File: src/rtl/blk_cf0525.sv
// Instruction-fetch stage: owns the PC, issues one imem word fetch at a time and
// presents the fetched slot's PC/order to ID, with stall hold and redirect squash.
package blk_cf0525_pkg;
  typedef struct packed {
    logic        valid_s;
    logic [31:0] pc_s;
    logic [31:0] pc_next_s;
    logic [63:0] order_s;
  } if_id_stage_reg_t;
endpackage

module blk_cf0525
  import blk_cf0525_pkg::*;
#(
  parameter logic [31:0] RESET_PC = 32'h1ECEB000
) (
  input  logic             clk,
  input  logic             rst,
  input  logic             move,
  input  logic             redirect_valid,
  input  logic [31:0]      redirect_pc,
  output logic [31:0]      imem_addr,
  output logic [3:0]       imem_rmask,
  input  logic             imem_resp,
  output if_id_stage_reg_t if_id_reg
);

  typedef enum logic [1:0] {FETCH, WAIT, HOLD, DROP} state_t;

  state_t      state;
  logic [31:0] pc;
  logic [63:0] order;
  logic [3:0]  rmask_q;
  logic        valid_s;
  logic        consume;
  logic [31:0] pc_inc;
  logic [31:0] redirect_tgt;

  assign pc_inc       = pc + 32'd4;
  assign redirect_tgt = redirect_pc & ~32'h3;

  always_comb begin
    valid_s = 1'b0;
    unique case (state)
      WAIT:    valid_s = imem_resp & ~redirect_valid;
      HOLD:    valid_s = ~redirect_valid;
      default: valid_s = 1'b0;
    endcase
  end

  assign consume = valid_s & move;

  // In FETCH, rmask_q==0 marks the idle cycle right after reset release:
  // the request goes out on the following cycle instead of during reset.
  always_ff @(posedge clk or negedge rst) begin
    if (!rst) begin
      state   <= FETCH;
      pc      <= RESET_PC;
      order   <= 64'd0;
      rmask_q <= 4'h0;
    end else begin
      rmask_q <= 4'h0;
      if (consume)
        order <= order + 64'd1;
      if (redirect_valid) begin
        pc <= redirect_tgt;
        unique case (state)
          FETCH: begin
            if (rmask_q == 4'hF) state <= DROP;
            else                 rmask_q <= 4'hF;
          end
          WAIT: begin
            if (imem_resp) begin
              state   <= FETCH;
              rmask_q <= 4'hF;
            end else begin
              state   <= DROP;
            end
          end
          HOLD: begin
            state   <= FETCH;
            rmask_q <= 4'hF;
          end
          DROP: begin
            if (imem_resp) begin
              state   <= FETCH;
              rmask_q <= 4'hF;
            end
          end
        endcase
      end else begin
        unique case (state)
          FETCH: begin
            if (rmask_q == 4'hF) state <= WAIT;
            else                 rmask_q <= 4'hF;
          end
          WAIT: begin
            if (imem_resp && move) begin
              pc      <= pc_inc;
              state   <= FETCH;
              rmask_q <= 4'hF;
            end else if (imem_resp) begin
              state   <= HOLD;
            end
          end
          HOLD: begin
            if (move) begin
              pc      <= pc_inc;
              state   <= FETCH;
              rmask_q <= 4'hF;
            end
          end
          DROP: begin
            if (imem_resp) begin
              state   <= FETCH;
              rmask_q <= 4'hF;
            end
          end
        endcase
      end
    end
  end

  assign imem_addr           = pc;
  assign imem_rmask          = rmask_q;
  assign if_id_reg.valid_s   = valid_s;
  assign if_id_reg.pc_s      = pc;
  assign if_id_reg.pc_next_s = pc_inc;
  assign if_id_reg.order_s   = order;

endmodule

File: config.mk
export PLATFORM = sky130hd
export DESIGN_NAME = blk_cf0525
export DESIGN_NICKNAME = d
export VERILOG_FILES = /design/src/rtl/blk_cf0525.sv
export SDC_FILE = /design/constraint.sdc
export NUM_CORES = 1
export LEC_CHECK = 0
export BUFFER_PORTS_ARGS = -buffer_cell sky130_fd_sc_hd__buf_2
export CELL_PAD_IN_SITES_DETAIL_PLACEMENT = 0
export CELL_PAD_IN_SITES_GLOBAL_PLACEMENT = 1
export CORE_MARGIN = 4
export CORE_UTILIZATION = 35
export CTS_CLUSTER_SIZE = 24
export DETAILED_ROUTE_END_ITERATION = 7
export PLACE_DENSITY_LB_ADDON = 0.1
export SLEW_MARGIN = 30
export SYNTH_ARGS = -nofsm -noshare
export SYNTH_HDL_FRONTEND = slang
export SYNTH_SLANG_ARGS = --single-unit
File: constraint.sdc
create_clock -name clk -period 2.6 [get_ports clk]
set_clock_uncertainty 0.15 [all_clocks]
set_input_delay 0.39 -clock clk [delete_from_list [all_inputs] [get_ports clk]]
set_output_delay 0.39 -clock clk [all_outputs]
set_load 0.03 [all_outputs]
Yosys cells after proc, flatten, opt, wreduce, memory -nomap -nowiden
Cells that the tools add are included.

cells by class
  $add $sub $neg = 2
  reductions and logical operators = 6
  equal/unequal tests = 8
  bitwise operators = 3
  mux-type cells = 22

operators by type and width
  kind                   count
  $mux 32                3
  $add 64x1->64 const B  1
  $pmux 32 s2            1
  $add 32x3->32 const B  1
  $mux 4                 5
  $mux 2                 8
  $pmux 2 s4             2
  $pmux 4 s4             1
  $pmux 4 s3             1
  $ne 3x3->1 const B     2
  $reduce_and 3->1       2
  $eq 2x2->1 const B     2
  $eq 4x4->1 const B     1
  $ne 4x4->1 const B     1
  $reduce_bool 3->1      1
  $and 1x1->1            2
  $eq 2x1->1 const B     1
  $logic_not 2->1        1
  $ne 2x2->1 const B     1
  $pmux 1 s2             1
  $reduce_or 2->1        1
  $logic_and 1x1->1      1
  $not 1->1              1

storage, ports and cells
  word-level logic and storage cells = 45
  flip-flop bits (word level) = 102
  bits of input ports = 37
  output and inout bits = 165

Logic depth before layout (Yosys ltp)
  depth after elaboration = 4
  mapped depth = 8
  mapped depth without buffers = 7

Worst setup path before layout
No wires, ideal clock.

  path type = register to output
  start point = register pc[2] (netlist: imem_addr[2])
  end point = output port if_id_reg[90] (netlist name)
  required time = 2.060 ns
  path buffers = 0
  setup slack = -0.149 ns
  cell stages (with the launch flop) = 7
  data arrival time = 2.209 ns
  cells stage by stage = dfrtp_1 ha_1 and4_1 nand2_1 nor3_1 nand4_1 xnor2_1

RTL lines
  item                      RTL line  text
  start: declaration        31        logic [31:0] pc;
  start signal: assignment  66        pc <= redirect_tgt;
  start signal: assignment  99        pc <= pc_inc;
  start signal: assignment  108       pc <= pc_inc;
  end: declaration          25        output if_id_stage_reg_t if_id_reg

==> flow_summary_export.csv <==
group,metric,value,unit
grt,antenna_found_initial,0,
floorplan,num_rows,46,
setup_path,max_stage_delay,0.39,ns
layout,final_common_cell,"buf_2",
cts,clock_latency,0.35,ns
timing,setup_ws,-0.06767,ns
yosys,async_flop_share,1.000,
layout,final_cells,1048,
cts,htree_levels,3,
status,outcome,"complete, but fails checks",
floorplan,die_area,18770,um^2
power_and_ir_drop,seqPwrFrac,0.371,
route,routed_wl,16820,um
floorplan,pin_count,202,
floorplan,fp.dieW,137.0,um
setup_path,crit_arrival,2.13,ns
yosys,synth-seq-cells,97,
setup_path,cp_max_fo,4,
cts,cts_max_path_buffers,2,
timing,worst_pin_slew,0.6240,ns
route,vias,5145,
yosys,synth_top_flop_cell,"dfrtp_1",
yosys,mappedNetlistArea,5826,um^2
setup_path,cpMostUsedCell,"buf_6",
setup_path,start_kind,"register",
placed_design,post_dp_cell_area,7007,um^2
layout,nNetsFinal,871,
placed_design,gp_congestion,0.8140,
route,drt-pass1-iter-count,5,
placed_design,port_buffers,193,
route,drt-initial-drc-count,220,
route,drc,0,
timing,slew_viol_final,0,
setup_path,reg2regPathDepth,8,
setup_path,crit_path_top_delay_cell,"dfrtp_1",
yosys,synth_area_leader_cell,"dfrtp_1",
grt,grt_overflow,0,
layout,drive_above_1_share,0.4063,
setup_path,path_class,"reg -> out",
power_and_ir_drop,p_total,4.758,mW
cts,clock_sink_count,97,
power_and_ir_drop,pwr-share-clk,0.301,
route,ant_nets,0,
timing,min_period,2.668,ns
layout,final_cell_mix,"177 x buf_2, 81 x dfrtp_1, 77 x nand2_1",
layout,design_area,7746,um^2
power_and_ir_drop,combPwrFrac,0.328,
grt,grt_max_degree,98,
hold_path,hold_path_class,"in -> reg",
power_and_ir_drop,p_switching,1.786,mW
cts,cts_made_buffers,9,
floorplan,die_h,137.0,um
yosys,ys_types,49,
timing,fmax,0.3749,GHz
hold_path,min_path_cells,3,
placed_design,dp_hpwl,12410,um
power_and_ir_drop,p_leak,3.827,nW
yosys,yosysSeqAreaShare,0.4192,
power_and_ir_drop,vdd_drop_max,393.9,uV
status,violations,"setup timing",
grt,grt_first_pass_wirelength,26540,um
layout,antennaDiodeCount,0,
yosys,syn_inst,628,
power_and_ir_drop,netSwitchingFraction,0.3754,
timing,slew_headroom,0.5840,
placed_design,dp.cells,1014,
cts,cts_tree,"yes",
layout,area_delta_synth_final,32.97,%
power_and_ir_drop,power_density,614.2,nW/um^2
grt,first_global_vias,4875,
setup_path,cp-end-kind,"output pin",
route,vias_per_cell,4.909,
route,wl_per_cell,16.05,um
yosys,avgSynthCellArea,9.276,um^2
placed_design,pre_cts_slack,0.07926,ns
yosys,synth-edff-count,0,
floorplan,start_util,0.3615,
job,cap_violations,0,
cts,clockRootBuffer,"clkbuf_16",
yosys,ys_warn_count,0,
timing,setup_viol,5,
yosys,synth_top_cell_area_share,0.3651,
setup_path,crit_chain,"ha_2 > and4_4 > nand2_4 > nor3_4 > buf_6 > nand4_1 > xnor2_2 > buf_6",
timing,rsz0062_at_grt,"true",
cts,clk_pin_slew_worst_paths,0.07,ns
timing,final_hold_viol_count,0,
floorplan,core_area,16120,um^2
setup_path,crit_required,2.06,ns
timing,finalCritPeriodShare,1.026,
grt,globalRouteTotalUtil,0.1774,
power_and_ir_drop,p_int,2.972,mW
yosys,ys_top_cells_by_area,"dfrtp_1 37%, xor2_1 9.0%, xnor2_1 8.7%",
==> worst max-delay path, delay by kind of cell (launching register included) <==
kind	cells	cell delay, ns
xor gates and xnor gates	1	0.22
adders and majority gates	1	0.20
DFF	1	0.39
buffers and inverters	2	0.30
and+or+nand+nor	4	0.67
==> power by group through the flow <==
stage / logic, mW / clock network, mW / registers [mW]
2_1_floorplan: 0.901 / 0 / 1.94
3_3_place_gp: 1.41 / 0 / 1.78
3_5_place_dp: 1.43 / 0 / 1.79
4_1_cts: 1.51 / 1.48 / 1.75
5_1_grt: 1.67 / 1.54 / 1.78
6_report: 1.56 / 1.43 / 1.76
==> repair_timing <==
action,in CTS,in global routing
gates cloned,0,0
endpoints found under the setup margin,20,25
hold buffers,1,0
buffers inserted,11,6
resized for setup,31,48
hold endpoints to repair,85,0
pin swaps,9,6
==> metal layers <==
metal  global-route usage  part of all wire
met5                    0                 0
met4              0.03769             0.011
met3              0.04081             0.052
met2               0.2736              0.46
met1               0.2547              0.48
==> through the flow <==
stage	hold slack, ns	utilization	TNS, ns
after floorplan	-0.05559	-	0
after global placement	0.3019	0.4348	0
after detailed placement	0.3095	0.4348	0
after CTS	0.07573	0.4658	-0.3177
after global routing	0.08266	0.4807	-1.224
final	0.08934	0.4807	-0.2264
==> worst paths after layout <==
kind	from	endpoint	slack (ns)
max	imem_addr[3]	if_id_reg[92]	-0.07
min	redirect_pc[19]	imem_addr[19]	0.09
max reg2reg	state[0]	order[58]	0.18
min reg2reg	order[63]	order[63]	0.31
max in group asynchronous	rst	state[1]	1.34
min in group asynchronous	rst	imem_addr[20]	0.47
==> synthesized netlist by cell type, types with 2 or more instances <==
library cell / n
dfrtp_1: 85
nand2_1: 80
xor2_1: 60
xnor2_1: 58
nor2_1: 42
buf_4: 41
nand3_1: 41
nor3_1: 26
o21ai_0: 26
nand4_1: 23
and3_1: 20
clkbuf_1: 13
inv_1: 13
dfstp_2: 12
nor4_1: 12
and4_1: 7
ha_1: 7
buf_2: 6
nor3_2: 5
nor4_2: 5
o21ai_1: 5
or3_1: 5
a21oi_1: 4
and2_1: 3
a22oi_1: 2
mux2_2: 2
nand3_2: 2
o21a_1: 2
==> final cells by class <==
| type | count | area, um^2 |
|---|---|---|
| clock buffers | 11 | 252.7 |
| clock inverters | 5 | 62.56 |
| fillers | 1598 | 8369 |
| flip-flops and latches | 97 | 2447 |
| well taps | 216 | 270.3 |
| inverters | 13 | 48.80 |
| repair buffers | 244 | 1445 |
| multi-input cells | 462 | 3219 |
==> sequential cells by signal (all words and copies together), names as in the netlist <==
name,flops
imem_rmask,1
state,2
order,64
imem_addr,30
==> kinds of logic (layout without fill, tap and decap cells) <==
logic type / Yosys count / count (layout) / synth area share
simple gates: 282 / 282 / 0.2605
xor+xnor: 118 / 118 / 0.1774
flops: 97 / 97 / 0.4192
buf+inv: 74 / 273 / 0.07668
compound gates: 46 / 46 / 0.04489
fa+ha+maj: 7 / 7 / 0.01503
mux: 3 / 3 / 0.005584
other cells: 1 / 6 / 0.0006437
Power figures use the tool's default switching activity.
